`src/rtl/channel_voice_pkg.sv`:
```
`default_nettype none
// ============================================================================
// Module      : channel_voice_pkg
// Description : Shared definitions for the channel voice: envelope state
//               encodings, envelope ceiling and a sample-rendering helper.
// Revision    : 1.0 - initial release
// ============================================================================
package channel_voice_pkg;

    // Envelope state encodings
    localparam logic [1:0] ENV_IDLE    = 2'd0;
    localparam logic [1:0] ENV_ATTACK  = 2'd1;
    localparam logic [1:0] ENV_SUSTAIN = 2'd2;
    localparam logic [1:0] ENV_RELEASE = 2'd3;

    // Envelope ceiling
    localparam logic [3:0] LEVEL_MAX = 4'd15;

    // A 4-bit level is spread over the 8-bit sample range by repeating it in
    // both nibbles, so level 15 renders full scale (8'hff).
    function automatic logic [7:0] render_sample(input logic wave_high,
                                                 input logic [3:0] level);
        return wave_high ? {level, level} : 8'h00;
    endfunction

endpackage : channel_voice_pkg
`default_nettype wire

```
`src/rtl/channel_envelope.sv`:
```
`default_nettype none
// ============================================================================
// Module      : channel_envelope
// Description : Retriggerable linear attack/sustain/release volume envelope.
//               A trigger restarts the attack from level 0; a release moves
//               an active note into the release ramp. Level moves only on
//               envelope ticks, and note events take priority over ticks.
// Ports       : i_clk, i_rst (sync, active-high)
//               i_tick_stb  - envelope tick strobe
//               i_trigger   - start a new note (level 0, attack)
//               i_release   - end the current note
//               o_level     - 4-bit envelope level
//               o_note_on   - high while in attack or sustain
// Revision    : 1.0 - initial release
// ============================================================================
module channel_envelope
    import channel_voice_pkg::*;
#(
    parameter logic [3:0] ATTACK_STEP  = 4'd1,
    parameter logic [3:0] RELEASE_STEP = 4'd1
) (
    input  logic       i_clk,
    input  logic       i_rst,
    input  logic       i_tick_stb,
    input  logic       i_trigger,
    input  logic       i_release,
    output logic [3:0] o_level,
    output logic       o_note_on
);

    logic [1:0] r_state;
    logic [3:0] r_level;
    logic       r_note_on;

    logic [1:0] w_state_next;
    logic [3:0] w_level_next;
    logic       w_note_on_next;
    logic [4:0] w_attack_sum;

    // One bit of headroom so the saturation test sees the true sum.
    assign w_attack_sum = {1'b0, r_level} + {1'b0, ATTACK_STEP};

    // State register
    always_ff @(posedge i_clk) begin
        if (i_rst) begin
            r_state   <= ENV_IDLE;
            r_level   <= 4'd0;
            r_note_on <= 1'b0;
        end else begin
            r_state   <= w_state_next;
            r_level   <= w_level_next;
            r_note_on <= w_note_on_next;
        end
    end

    // Next-state logic
    always_comb begin
        w_state_next = r_state;
        w_level_next = r_level;
        if (i_trigger) begin
            w_state_next = ENV_ATTACK;
            w_level_next = 4'd0;
        end else if (i_release) begin
            // A rest only matters for a sounding note; the tick is dropped.
            if ((r_state == ENV_ATTACK) || (r_state == ENV_SUSTAIN)) begin
                w_state_next = ENV_RELEASE;
            end
        end else if (i_tick_stb) begin
            case (r_state)
                ENV_ATTACK: begin
                    if (w_attack_sum >= {1'b0, LEVEL_MAX}) begin
                        w_level_next = LEVEL_MAX;
                        w_state_next = ENV_SUSTAIN;
                    end else begin
                        w_level_next = w_attack_sum[3:0];
                    end
                end
                ENV_RELEASE: begin
                    if (r_level <= RELEASE_STEP) begin
                        w_level_next = 4'd0;
                        w_state_next = ENV_IDLE;
                    end else begin
                        w_level_next = r_level - RELEASE_STEP;
                    end
                end
                ENV_SUSTAIN: w_level_next = LEVEL_MAX;
                default:     w_level_next = 4'd0;
            endcase
        end
    end

    // Output logic: note_on is registered from the upcoming state so it
    // lines up exactly with the state register.
    always_comb begin
        w_note_on_next = (w_state_next == ENV_ATTACK) ||
                         (w_state_next == ENV_SUSTAIN);
    end

    assign o_level   = r_level;
    assign o_note_on = r_note_on;

endmodule : channel_envelope
`default_nettype wire

```
`src/rtl/channel_voice.sv`:
```
`default_nettype none
// ============================================================================
// Module      : channel_voice
// Description : Pulse-wave voice for one sequencer channel. Accumulates the
//               phase delta per sample strobe, compares the phase against a
//               duty threshold and scales the pulse by a retriggered linear
//               envelope. Note changes are detected from delta changes; a
//               delta of 0 is a rest.
// Ports       : i_clk, i_rst (sync, active-high)
//               i_sample_stb   - sample-rate strobe
//               i_tick_stb     - envelope tick strobe
//               i_phase_delta  - phase increment per sample (0 = rest)
//               i_top, i_top_valid - duty control and its qualifier
//               o_sample       - 8-bit unsigned sample
//               o_sample_valid - pulses the cycle after each sample strobe
//               o_note_on      - high while envelope is in attack/sustain
// Revision    : 1.0 - initial release
// ============================================================================
module channel_voice
    import channel_voice_pkg::*;
#(
    parameter logic [3:0] ATTACK_STEP  = 4'd1,
    parameter logic [3:0] RELEASE_STEP = 4'd1,
    parameter logic [7:0] INIT_TOP     = 8'hff
) (
    input  logic        i_clk,
    input  logic        i_rst,
    input  logic        i_sample_stb,
    input  logic        i_tick_stb,
    input  logic [31:0] i_phase_delta,
    input  logic [7:0]  i_top,
    input  logic        i_top_valid,
    output logic [7:0]  o_sample,
    output logic        o_sample_valid,
    output logic        o_note_on
);

    logic [31:0] r_phase;
    logic [31:0] r_delta_q;
    logic [7:0]  r_top_pend;
    logic [7:0]  r_top_act;
    logic        r_out_due;
    logic [7:0]  r_sample_hold;

    logic        w_new_note;
    logic        w_note_trigger;
    logic        w_note_release;
    logic        w_sample_step;
    logic [32:0] w_phase_sum;
    logic        w_wave_high;
    logic [3:0]  w_level;
    logic [7:0]  w_sample_now;

    assign w_new_note     = (i_phase_delta != r_delta_q);
    assign w_note_trigger = w_new_note && (i_phase_delta != 32'd0);
    assign w_note_release = w_new_note && (i_phase_delta == 32'd0);

    // A note change in the same cycle as a sample strobe suppresses the add.
    assign w_sample_step  = i_sample_stb && !w_new_note;
    assign w_phase_sum    = {1'b0, r_phase} + {1'b0, r_delta_q};

    always_ff @(posedge i_clk) begin
        if (i_rst) begin
            r_phase       <= 32'd0;
            r_delta_q     <= 32'd0;
            r_top_pend    <= INIT_TOP;
            r_top_act     <= INIT_TOP;
            r_out_due     <= 1'b0;
            r_sample_hold <= 8'h00;
        end else begin
            if (w_new_note) begin
                r_delta_q <= i_phase_delta;
            end

            if (w_note_trigger) begin
                r_phase <= 32'd0;
            end else if (w_sample_step) begin
                r_phase <= w_phase_sum[31:0];
            end

            // Duty is only switched at a period boundary (phase wrap) or at
            // note start, so a pulse is never cut short mid-period.
            if (w_note_trigger || (w_sample_step && w_phase_sum[32])) begin
                r_top_act <= r_top_pend;
            end

            if (i_top_valid) begin
                r_top_pend <= i_top;
            end

            r_out_due <= i_sample_stb;

            if (r_out_due) begin
                r_sample_hold <= w_sample_now;
            end
        end
    end

    channel_envelope #(
        .ATTACK_STEP  (ATTACK_STEP),
        .RELEASE_STEP (RELEASE_STEP)
    ) u_env (
        .i_clk      (i_clk),
        .i_rst      (i_rst),
        .i_tick_stb (i_tick_stb),
        .i_trigger  (w_note_trigger),
        .i_release  (w_note_release),
        .o_level    (w_level),
        .o_note_on  (o_note_on)
    );

    // phase[31:24] <= top[7:1] is rewritten as 2*phase[31:24] <= top: the
    // left side is even, so the floor of top/2 falls out of the comparison.
    assign w_wave_high  = ({r_phase[31:24], 1'b0} <= {1'b0, r_top_act});
    assign w_sample_now = render_sample(w_wave_high, w_level);

    // In the cycle after a strobe the sample is formed from the freshly
    // updated phase, duty and level; afterwards the captured copy is held.
    assign o_sample       = r_out_due ? w_sample_now : r_sample_hold;
    assign o_sample_valid = r_out_due;

endmodule : channel_voice
`default_nettype wire
```
`config.mk`:
```
export PLATFORM = sky130hd
export DESIGN_NAME = channel_voice
export DESIGN_NICKNAME = d
export VERILOG_FILES = /design/src/rtl/channel_voice_pkg.sv /design/src/rtl/channel_envelope.sv /design/src/rtl/channel_voice.sv
export SDC_FILE = /design/constraint.sdc
export NUM_CORES = 1
export LEC_CHECK = 0
export ABC_AREA = 0
export CAP_MARGIN = 20
export CORE_ASPECT_RATIO = 0.9
export CORE_MARGIN = 8
export CORE_UTILIZATION = 55
export CTS_CLUSTER_SIZE = 8
export DETAILED_ROUTE_END_ITERATION = 12
export PLACE_DENSITY = 0.77
export RECOVER_POWER = 50
export SETUP_SLACK_MARGIN = 0.15
export SLEW_MARGIN = 5
export SYNTH_ARGS = -nofsm -noshare
export SYNTH_HDL_FRONTEND = slang
export SYNTH_SLANG_ARGS = --single-unit
```
`constraint.sdc`:
```
create_clock -name i_clk -period 3.7 [get_ports i_clk]
set_input_delay 0.37 -clock i_clk [delete_from_list [all_inputs] [get_ports i_clk]]
set_output_delay 0.37 -clock i_clk [all_outputs]
set_load 0.05 [all_outputs]
```
==> results.md <==
- Syn avg cell area: about 8.4 µm²
- Ant diodes: 0
- Number of sinks on the clock net: 96
- Core Area: 0.0102 mm²
- Endpoints failing setup: 0
- Share of the synthesized netlist area taken by xor and xnor gates: 0.0878
- Required @ worst endpoint: 3330 ps
- Clk Latency, worst-skew pair: between 300 and 400 ps
- Count of hold-fix buffers inserted at cts: 0
- Number of synthesized flops with an enable pin: 0
- CTS H-tree lvls: 3
- Highest attainable clock frequency: 0.287 GHz
- Clk buf depth: 2
- Startpoint types: flip-flop
- Share of synthesized cell area in and, or, nand and nor gates: 0.204
- Leftover overflow at the end of global routing: 0
- Total global-route track usage: 0.209
- Final layout net count: approximately 810
- Routed WL per cell: 16.6 µm
- Pin count of the biggest net entering global routing: just over 60
- Worst IR Drop VDD: roughly 0.32 mV
- Compound-cell area share of the yosys netlist: 0.218
- DRT iter0 DRCs: 410
- Worst hold margin: about 460 ps
- Total area of multi-input combinational cells: 0.00354 mm²
- Crit share post-route: 0.942
- Layout fillers: approximately 900
- Number of buffers inserted by port buffering: 54
- Depth of the worst hold-timing path: 1
- Clock tree from TritonCTS: built
- YS warnings: 0
- Average vias per placed instance: just under 6
- DPL Wire Length: ~11,000 µm
- Final routed DRC violation total: 0
- Share of final-layout standard cells stronger than drive strength 1: 0.0637
- Setup repair after global routing missed its margin: true
- Drt total wl: approximately 14,000 µm
- TritonCTS buffer count: 9
- I/O pin count: 55
- Share of synthesized area spent on multiplexers: 0.0143
- Startpoint of the most critical register-to-register path: r_phase[0]$_SDFFE_PP0P_
- Synth Area in Adders: 0.0981
- Outcome: complete, but fails checks
- Placer's final routability congestion estimate: about 0.92
- Capturing element of the worst setup path: o_sample[3]
- Failing checks: max-capacitance violations, max-slew violations
- Post-synthesis cell count: between 600 and 700
- Count of distinct cell types in the synthesized netlist: 60
- Initial antenna violation count: 0
- Most area-consuming cells after synthesis: sky130_fd_sc_hd__dfxtp_1 34%, sky130_fd_sc_hd__ha_1 9.5%, sky130_fd_sc_hd__a21oi_1 6.1%, sky130_fd_sc_hd__nor2_1 5.9%, sky130_fd_sc_hd__xor2_1 5.9%
- Layout Utilization: 0.643
- Number of core rows: 35
- Worst setup startpoint: r_phase[25]$_SDFFE_PP0P_
- Post-synthesis to final-layout area growth: 14.9%
- Sequential share of the synthesized area: 0.338
- Worst Setup Slack post-DPL: a little over 300 ps
- Crit end category: output port
- Post-synthesis async set-or-reset flop share: 0
- Number of nets with antenna violations after routing: 0
- Fin crit period: between 3000 and 4000 ps
- Capture point of the worst reg-to-reg path: r_top_act[3]$_SDFFE_PP1P_
- Arrival time at the worst endpoint: approximately 3100 ps
- Dominant cell type by area after synthesis: sky130_fd_sc_hd__dfxtp_1
- FF/Latch Area: between 0.0015 and 0.002 mm²
- Starting density of the core: 0.560
- Setup slack of the most critical reg-to-reg path: between 600 and 700 ps
- Horizontal die dimension: 123 µm
- Share of Yosys cell area claimed by the top area cell type: 0.338
- Worst rel slew slack: -0.886
- Number of global-route vias before repair: roughly 4,800
- Detailed Routing Iterations Pass 1: 6
- Leading register cell type out of synthesis: sky130_fd_sc_hd__dfxtp_1
- Die height: between 100 and 150 µm
- Cell area after synthesis: roughly 0.0057 mm²
- Max Cap Viol: 1
- DIE AREA: 0.0139 mm²
- Number of vias in the routed layout: 4,954
- Final count of hold timing violations: 0
- Pins over their slew limit: 62
- Static Leak: around 2.8 nW
- Number of storage elements in the synthesis netlist: 96
- Number of nets in the synthesized netlist: 767
- Combinational family with the most area after synthesis: compound AO/OA/AOI/OAI gates
- Power density normalized to cell area: 332 mW/mm²
- Clock Pin Slew Worst Setup and Hold Paths: roughly 60 ps
- Critical path peak fanout: 4
- Length in cells of the worst reg-to-reg path: 11
- Setup TNS Final: 0 ps
- Buffer type at the clock tree root: sky130_fd_sc_hd__clkbuf_16
- Clock skew: 6.10 ps
- Post-layout worst setup margin: around 220 ps
- Worst Max-Slew Pin Slew: roughly 2800 ps
- Wire length of the first global-routing pass: approximately 24,000 µm
- CP Class: flip-flop to output port
- Path type of the worst min-delay path: flip-flop to flip-flop
==> per-layer routing <==
layer  vias up  share of wire  GRT usage
met2       149           0.46      0.329
met3        15          0.058     0.0386
li1       2461              -          -
met5         -              0          0
met1      2329           0.47      0.278
met4         0          0.016     0.0714
==> timing repair <==
action | in CTS | in global routing
endpoints found under the setup margin | 8 | 6
setup buffers | 0 | 0
gates resized for setup | 8 | 11
==> placed cells by master, fill, tap and decap left out, types with 7 or more instances in the layout <==
cell type and n:
sky130_fd_sc_hd__a211oi_1 8, sky130_fd_sc_hd__nand2b_1 9, sky130_fd_sc_hd__clkbuf_16 9, sky130_fd_sc_hd__a211o_1 15, sky130_fd_sc_hd__ha_1 43, sky130_fd_sc_hd__xnor2_1 19
sky130_fd_sc_hd__nand2_1 28, sky130_fd_sc_hd__a31oi_1 9, sky130_fd_sc_hd__nor2b_1 47, sky130_fd_sc_hd__xor2_1 38, sky130_fd_sc_hd__a21o_1 19, sky130_fd_sc_hd__o21ai_1 8
sky130_fd_sc_hd__dfxtp_1 96, sky130_fd_sc_hd__nand3_1 7, sky130_fd_sc_hd__nand4_1 9, sky130_fd_sc_hd__a21oi_1 69, sky130_fd_sc_hd__nor3_1 10, sky130_fd_sc_hd__inv_1 24
sky130_fd_sc_hd__o21ai_0 17, sky130_fd_sc_hd__clkdlybuf4s50_1 42, sky130_fd_sc_hd__mux2i_1 7, sky130_fd_sc_hd__nor2_1 89, sky130_fd_sc_hd__nor4_1 16
==> worst max-delay path, stage by stage, from the launching register on <==
cell and delay [ps]:
sky130_fd_sc_hd__dfxtp_1 340, sky130_fd_sc_hd__ha_1 320, sky130_fd_sc_hd__a21o_1 180, sky130_fd_sc_hd__a21o_1 180
sky130_fd_sc_hd__a21oi_1 160, sky130_fd_sc_hd__nor2b_1 70, sky130_fd_sc_hd__o21ai_0 160, sky130_fd_sc_hd__nand2b_1 70
sky130_fd_sc_hd__a21oi_1 260, sky130_fd_sc_hd__o21ai_1 120, sky130_fd_sc_hd__or2_2 320, sky130_fd_sc_hd__nand2_1 80
sky130_fd_sc_hd__clkdlybuf4s15_1 500
==> Yosys cell counts (all sizes together) (2+ instances only) <==
cell,n
inv,24
nor2b,47
nand3,8
a21oi,71
nor2,91
or3,4
a21o,19
o31ai,3
o211ai,6
a211o,15
nor4,17
nand4,9
clkbuf,23
xnor2,19
a21boi,2
buf,8
xor2,38
o21bai,5
o311ai,3
o21ai,27
mux2i,7
a211oi,10
a311oi,2
nor3,10
dfxtp,96
o21a,2
nand2,30
a31oi,9
ha,43
nand2b,9
or2,6
a221oi,2
==> registers in the layout (all words and copies together) (netlist names), 2 cells and up <==
| register | flops |
|---|---|
| r_delta_q | 32 |
| r_phase | 32 |
| r_sample_hold | 8 |
| r_top_act | 8 |
| r_top_pend | 8 |
| u_env.o_level | 4 |
| u_env.r_state | 2 |
==> metrics by stage <==
| stage | instance area [µm²] | instances | power [W] |
|---|---|---|---|
| 2_1_floorplan | 5690 | 678 | 0.00123 |
| 3_3_place_gp | 6300 | 835 | 0.00133 |
| 3_5_place_dp | 6300 | 835 | 0.00133 |
| 4_1_cts | 6560 | 851 | 0.00218 |
| 5_1_grt | 6540 | 851 | 0.00225 |
| 6_report | 6540 | 851 | 0.00217 |
==> layout make-up <==
| class | count | area share |
|---|---|---|
| Inverter | 24 | 0.0138 |
| Clock inverter | 3 | 0.00268 |
| Clock buffer | 13 | 0.0383 |
| Tap cell | 129 | 0.0247 |
| Timing Repair Buffer | 59 | 0.0846 |
| Sequential cell | 96 | 0.294 |
| Multi-Input combinational cell | 527 | 0.542 |
==> cell families after synthesis <==
kind of cell | after synthesis
flip-flops | 96
buffers and inverters | 55
multiplexers | 8
AO/OA/AOI/OAI | 184
adder cells (fa/ha/maj) | 44
XOR/XNOR | 57
AND/OR/NAND/NOR | 234
==> how the worst min path moves through the flow <==
stage	start	end	slack, ps
5_1_grt	r_top_pend[5]$_SDFFE_PP1P_	r_top_act[5]$_SDFFE_PP1P_	470
3_5_place_dp	r_top_pend[2]$_SDFFE_PP1P_	r_top_act[2]$_SDFFE_PP1P_	450
2_1_floorplan	r_top_pend[7]$_SDFFE_PP1P_	r_top_act[7]$_SDFFE_PP1P_	430
6_report	r_top_pend[5]$_SDFFE_PP1P_	r_top_act[5]$_SDFFE_PP1P_	460
4_1_cts	r_top_pend[1]$_SDFFE_PP1P_	r_top_act[1]$_SDFFE_PP1P_	470
3_3_place_gp	r_top_pend[4]$_SDFFE_PP1P_	r_top_act[4]$_SDFFE_PP1P_	440
==> report_power, final <==
group | internal, W | switching (W) | total [W]
sequential | 0.00106 | 0.0000223 | 0.00109
clock | 0.000473 | 0.000387 | 0.000860
combinational | 0.000110 | 0.000117 | 0.000226
total | 0.00165 | 0.000526 | 0.00217
Note: power is estimated with default switching activity, not from simulation.
